===== config.mk =====
export PLATFORM = sky130hd
export DESIGN_NAME = ddr_refresh_ctrl
export DESIGN_NICKNAME = d
export VERILOG_FILES = /design/src/rtl/ddr_pkg.sv /design/src/rtl/ddr_refresh_timer.sv /design/src/rtl/ddr_refresh_ctrl.sv
export SDC_FILE = /design/constraint.sdc
export NUM_CORES = 1
export LEC_CHECK = 0
export CORE_MARGIN = 1
export CORE_UTILIZATION = 53
export CTS_CLUSTER_DIAMETER = 80
export DETAILED_ROUTE_END_ITERATION = 16
export GPL_TIMING_DRIVEN = 0
export PLACE_DENSITY = 0.73
export REMOVE_ABC_BUFFERS = 1
export SYNTH_ARGS = -nofsm -noshare
export SYNTH_HDL_FRONTEND = slang
export SYNTH_SLANG_ARGS = --single-unit

===== constraint.sdc =====
create_clock -name clk -period 2.4 [get_ports clk]
set_input_delay 0.36 -clock clk [delete_from_list [all_inputs] [get_ports clk]]
set_output_delay 0.36 -clock clk [all_outputs]
set_load 0.01 [all_outputs]

===== src/rtl/ddr_pkg.sv =====
// rtl/ddr_pkg.sv - shared types and default timing constants for the DDR4 refresh scheduler
//
// Contents:
//   refresh_state_e : refresh FSM state encoding (IDLE, COUNT, PREA, REF, RFC)
//   DEF_*           : default DDR4 refresh timing in controller clock cycles
//   DEBT_W          : width of the postponed-refresh debt counter

package ddr_pkg;

    typedef enum logic [2:0] {
        IDLE  = 3'd0,
        COUNT = 3'd1,
        PREA  = 3'd2,
        REF   = 3'd3,
        RFC   = 3'd4
    } refresh_state_e;

    localparam int unsigned DEF_T_REFI       = 6240;
    localparam int unsigned DEF_T_RFC        = 280;
    localparam int unsigned DEF_ALMOST_LEAD  = 64;
    localparam int unsigned DEF_MAX_POSTPONE = 8;
    localparam int unsigned DEF_CNT_W        = 16;

    // Debt counts 0..MAX_POSTPONE; DDR4 allows at most 8 postponed refreshes.
    localparam int unsigned DEBT_W = 4;

endpackage


===== src/rtl/ddr_refresh_timer.sv =====
// rtl/ddr_refresh_timer.sv - tREFI interval down-counter with reload, expire pulse and almost flag
//
// Ports:
//   clk      in   controller clock
//   reset_n  in   synchronous active-low reset
//   load     in   restart the interval (timer = T_REFI-1)
//   run      in   count down this cycle
//   expire   out  high for the cycle in which the timer sits at 0 while running
//   almost   out  registered: timer was within ALMOST_LEAD of expiry last cycle

module ddr_refresh_timer
    import ddr_pkg::*;
#(
    parameter int unsigned T_REFI      = DEF_T_REFI,
    parameter int unsigned ALMOST_LEAD = DEF_ALMOST_LEAD,
    parameter int unsigned CNT_W       = DEF_CNT_W
) (
    input  logic clk,
    input  logic reset_n,
    input  logic load,
    input  logic run,
    output logic expire,
    output logic almost
);

    localparam logic [CNT_W-1:0] RELOAD = CNT_W'(T_REFI - 1);
    localparam logic [CNT_W-1:0] LEAD   = CNT_W'(ALMOST_LEAD);

    logic [CNT_W-1:0] timer;

    // The zero cycle is the expiry cycle itself; the reload happens on the
    // same edge, so consecutive expiries are exactly T_REFI cycles apart.
    assign expire = run && (timer == '0);

    always_ff @(posedge clk) begin
        if (!reset_n) begin
            timer  <= RELOAD;
            almost <= 1'b0;
        end else if (load) begin
            timer  <= RELOAD;
            almost <= 1'b0;
        end else if (run) begin
            timer  <= expire ? RELOAD : (timer - CNT_W'(1));
            almost <= (timer <= LEAD);
        end else begin
            almost <= 1'b0;
        end
    end

endmodule


===== src/rtl/ddr_refresh_ctrl.sv =====
// rtl/ddr_refresh_ctrl.sv - DDR4 refresh scheduler: interval tracking, refresh debt, PREA/REF/tRFC sequencing
//
// Ports:
//   clk             in   controller clock
//   reset_n         in   synchronous active-low reset
//   ini_done        in   initialization complete (latched by leaving IDLE)
//   rw_idle         in   no read/write burst in flight
//   act_idle        in   all banks precharged
//   prea_req        out  level, request precharge-all
//   refresh_rdy     out  one-cycle REF command strobe
//   refresh_done    out  one-cycle pulse on the last tRFC cycle
//   refresh_almost  out  interval near expiry or refresh debt outstanding
//   busy            out  block new ACT (refresh sequence active or debt saturated)
//   debt            out  postponed-refresh count
//   postpone_err    out  sticky, interval expired with debt already saturated

module ddr_refresh_ctrl
    import ddr_pkg::*;
#(
    parameter int unsigned T_REFI       = DEF_T_REFI,
    parameter int unsigned T_RFC        = DEF_T_RFC,
    parameter int unsigned ALMOST_LEAD  = DEF_ALMOST_LEAD,
    parameter int unsigned MAX_POSTPONE = DEF_MAX_POSTPONE,
    parameter int unsigned CNT_W        = DEF_CNT_W
) (
    input  logic              clk,
    input  logic              reset_n,
    input  logic              ini_done,
    input  logic              rw_idle,
    input  logic              act_idle,
    output logic              prea_req,
    output logic              refresh_rdy,
    output logic              refresh_done,
    output logic              refresh_almost,
    output logic              busy,
    output logic [DEBT_W-1:0] debt,
    output logic              postpone_err
);

    localparam logic [CNT_W-1:0]  RFC_LOAD = CNT_W'(T_RFC - 1);
    localparam logic [DEBT_W-1:0] DEBT_MAX = DEBT_W'(MAX_POSTPONE);

    refresh_state_e    state;
    refresh_state_e    state_nxt;
    logic [CNT_W-1:0]  rfc_cnt;
    logic [DEBT_W-1:0] debt_q;
    logic              err_q;

    logic timer_load;
    logic timer_run;
    logic expire;
    logic timer_almost;
    logic want_ref;
    logic debt_dec;

    // ini_done only matters in IDLE; once COUNT is entered it is never
    // consulted again, which is what latches it.
    assign timer_load = (state == IDLE) && ini_done;
    assign timer_run  = (state != IDLE);

    ddr_refresh_timer #(
        .T_REFI      (T_REFI),
        .ALMOST_LEAD (ALMOST_LEAD),
        .CNT_W       (CNT_W)
    ) u_timer (
        .clk     (clk),
        .reset_n (reset_n),
        .load    (timer_load),
        .run     (timer_run),
        .expire  (expire),
        .almost  (timer_almost)
    );

    // Refresh is only launched between bursts, even when debt is saturated;
    // saturation merely raises busy so the burst stream drains.
    assign want_ref = (debt_q != '0) && rw_idle;

    // Debt is consumed during the REF cycle itself.
    assign debt_dec = (state == REF);

    always_comb begin
        state_nxt = state;
        case (state)
            IDLE: begin
                if (ini_done) begin
                    state_nxt = COUNT;
                end
            end
            COUNT: begin
                if (want_ref) begin
                    state_nxt = act_idle ? REF : PREA;
                end
            end
            PREA: begin
                if (act_idle) begin
                    state_nxt = REF;
                end
            end
            REF: begin
                state_nxt = RFC;
            end
            RFC: begin
                // The final tRFC cycle makes the same decision COUNT would,
                // so back-to-back refreshes are T_RFC+1 cycles apart.
                if (rfc_cnt == '0) begin
                    if (want_ref) begin
                        state_nxt = act_idle ? REF : PREA;
                    end else begin
                        state_nxt = COUNT;
                    end
                end
            end
            default: begin
                state_nxt = IDLE;
            end
        endcase
    end

    always_ff @(posedge clk) begin
        if (!reset_n) begin
            state <= IDLE;
        end else begin
            state <= state_nxt;
        end
    end

    always_ff @(posedge clk) begin
        if (!reset_n) begin
            rfc_cnt <= '0;
        end else if (state == REF) begin
            rfc_cnt <= RFC_LOAD;
        end else if ((state == RFC) && (rfc_cnt != '0)) begin
            rfc_cnt <= rfc_cnt - CNT_W'(1);
        end
    end

    // An expiry coinciding with the REF cycle cancels out. REF is only
    // entered with debt > 0, so the decrement cannot underflow.
    always_ff @(posedge clk) begin
        if (!reset_n) begin
            debt_q <= '0;
            err_q  <= 1'b0;
        end else if (expire && !debt_dec) begin
            if (debt_q == DEBT_MAX) begin
                err_q <= 1'b1;
            end else begin
                debt_q <= debt_q + DEBT_W'(1);
            end
        end else if (debt_dec && !expire) begin
            debt_q <= debt_q - DEBT_W'(1);
        end
    end

    assign prea_req       = (state == PREA);
    assign refresh_rdy    = (state == REF);
    assign refresh_done   = (state == RFC) && (rfc_cnt == '0);
    assign refresh_almost = timer_almost || (debt_q != '0);
    assign busy           = (state == PREA) || (state == REF) || (state == RFC) ||
                            (debt_q == DEBT_MAX);
    assign debt           = debt_q;
    assign postpone_err   = err_q;

endmodule


==> metrics.txt <==
outcome=finished clean; Rows=23; Vias=2083; first-pass iteration count of the detailed router=4; I/O Pins=15; first-pass GRT wire length=8050 µm; layout cells sized above 1=0.0982; Core Area=4060 µm²; Iteration-0 DRC Markers=197; Final Hold Fails=0; required time of the critical path=2570 ps; Crit Path Class=reg -> reg; IO Port Bufs=14; final WL=5010 µm; Clock Skews=6.08 ps; vias per cell=6.22; Synth area leaders=dfxtp_1 36%, o31ai_1 4.3%, a21oi_1 4.0%; Die W=67.4 µm; maximum vdd ir drop=303 µV; Die ar.=4540 µm²; Overflow after GRT=0; Detailed Place HPWL=3340 µm; Ys Warns=0; Antenna Cells=0; MaxCap Viol Count=0; GP Congestion=0.844; maximum clock insertion buffer count=2; post-synth cell types=49; H-tree levels=2; R2R Setup Slk=60 ps; Cells after Synth=271; root buffer cell=clkbuf_8; crit start category=flip-flop; CTS clk-pin slew, worst paths=80 ps; Die Y=67.4 µm; PwrDens=473 nW/µm²; CTS Sinks=41; Async S/R FF share, synth=0; TritonCTS clock tree=done; clock latency on the worst-skew pair=290 ps; drt wl/cell=15.0 µm; Slew HR=0.514; Worst Tran Pin Value=729 ps; FILL cells=364; Cell Area, Synth=2270 µm²; register cell area after layout=822 µm²; Min Hold Slack=467 ps; initial core utilization=0.558; area occupied by multi-input gates=1450 µm²; Final ANT Viol Nets=0; Final Setup Violations=0; total power=1.25 mW; Max Fclk=427 MHz; Total GRT Usage=0.235; Final Cycle Share=0.976; leak pwr=0.983 nW; # nets final=297; Synth top area share=0.362; count of pins over their slew limit=0; Synth top cells by count=41 x dfxtp_1, 24 x nand2_1, 18 x a21oi_1; largest net degree at the start of global routing=23; Top FF cell, synth=dfxtp_1; Crit. End Element=flip-flop; area grow syn2layout=16.5%; biggest area consumer among synthesized cells=dfxtp_1; Tmin final=2340 ps; Fin Setup TNS=0 ps; most frequent cell after synthesis=dfxtp_1; flops & latches, synth=41; initial antenna violation count=0; vias in the first global route=1681; worst min-delay path class=reg -> reg; Post-synth EDFFs=0; Post-route DRC=0; Num CTS Buffers=5; Worst Path Arrival=2510 ps; Mean Syn Cell Area=8.36 µm²; worst-path maximum fanout=4; register area share after synthesis=0.362
cells in the final DEF, fill, tap and decap left out, drive strengths merged, types with 2 or more instances in the layout:
cell,count
dfxtp,41
nand2,24
a21oi,18
nor2,17
o31ai,13
nor3,13
or4,13
clkdlybuf4s50,12
nand3,11
o21ai,9
inv,9
or3,7
nand2b,7
xor2,7
clkbuf,7
nand4b,6
nand4,6
buf,6
ha,6
nor4,5
mux2i,4
and3,3
a31oi,3
o211ai,3
nand3b,2
and4,2
o21a,2
a2111oi,2
o41ai,2
o311a,2
a32o,2
nor3b,2
nor4b,2
a21boi,2
or2,2
report_power, final:
group | switching, mW | total, mW | internal [mW]
combinational | 0.0590 | 0.0885 | 0.0295
clock | 0.231 | 0.460 | 0.228
sequential | 0.0123 | 0.699 | 0.687
total | 0.303 | 1.25 | 0.945
per-layer routing:
layer,wire length [µm],global-route usage
met1,2570,0.337
met2,2210,0.341
met3,146,0.0507
met4,79,0.0824
met5,0,0
critical path, cell delays in order (launching register included):
cell and delay, ps:
dfxtp_1 340, or4_4 540, and4b_2 340, nand3_4 120, ha_4 240, a21o_1 190
a21oi_2 220, nand4b_1 150, nand4_1 90
path summary, 6_finish.rpt:
kind	cells after the start	end	startpoint
worst max register to register	8	debt[3]$_SDFFE_PN0P_	u_timer.timer[11]$_SDFFE_PP1P_
worst max-delay path	8	debt[3]$_SDFFE_PN0P_	u_timer.timer[11]$_SDFFE_PP1P_
worst min register to register	2	postpone_err$_SDFFE_PN0P_	postpone_err$_SDFFE_PN0P_
worst min-delay path	2	postpone_err$_SDFFE_PN0P_	postpone_err$_SDFFE_PN0P_
area by class of cell:
type / instances / area share
tap: 50 / 0.0237
inverter: 9 / 0.0128
sequential: 41 / 0.312
multi-input combinational: 208 / 0.549
timing repair buffer: 20 / 0.0706
clock buffer: 7 / 0.0327
repair_timing:
| action | in CTS | in global routing |
|---|---|---|
| pin swaps | 4 | 4 |
| setup endpoints to repair | 17 | 4 |
| resized for setup | 10 | 8 |
| setup buffers | 2 | 4 |
| hold buffers | 0 | 0 |
state kept, by name (all words and copies together), names as in the netlist:
name	count
state	3
u_timer.almost	1
postpone_err	1
debt	4
rfc_cnt	16
u_timer.timer	16
cells by family (layout without fill, tap and decap cells):
| logic type | Yosys count | after routing | share of synthesized area |
|---|---|---|---|
| flops | 41 | 41 | 0.362 |
| mux | 4 | 4 | 0.0177 |
| fa+ha+maj | 7 | 7 | 0.0420 |
| compound gates | 66 | 66 | 0.199 |
| xor+xnor | 7 | 7 | 0.0271 |
| buf+inv | 22 | 36 | 0.0392 |
| simple gates | 124 | 124 | 0.313 |
through the flow:
| stage | instances | util | cell area (µm²) | setup slack (ps) |
|---|---|---|---|---|
| floorplan | 258 | - | 2210 | -60.1 |
| global placement | 322 | 0.595 | 2410 | -375 |
| detailed placement | 322 | 0.595 | 2410 | -370 |
| CTS | 331 | 0.629 | 2550 | 13.1 |
| global route | 335 | 0.650 | 2640 | -19.4 |
| finish | 335 | 0.650 | 2640 | 58.2 |
Note: power is estimated with default switching activity, not from simulation.
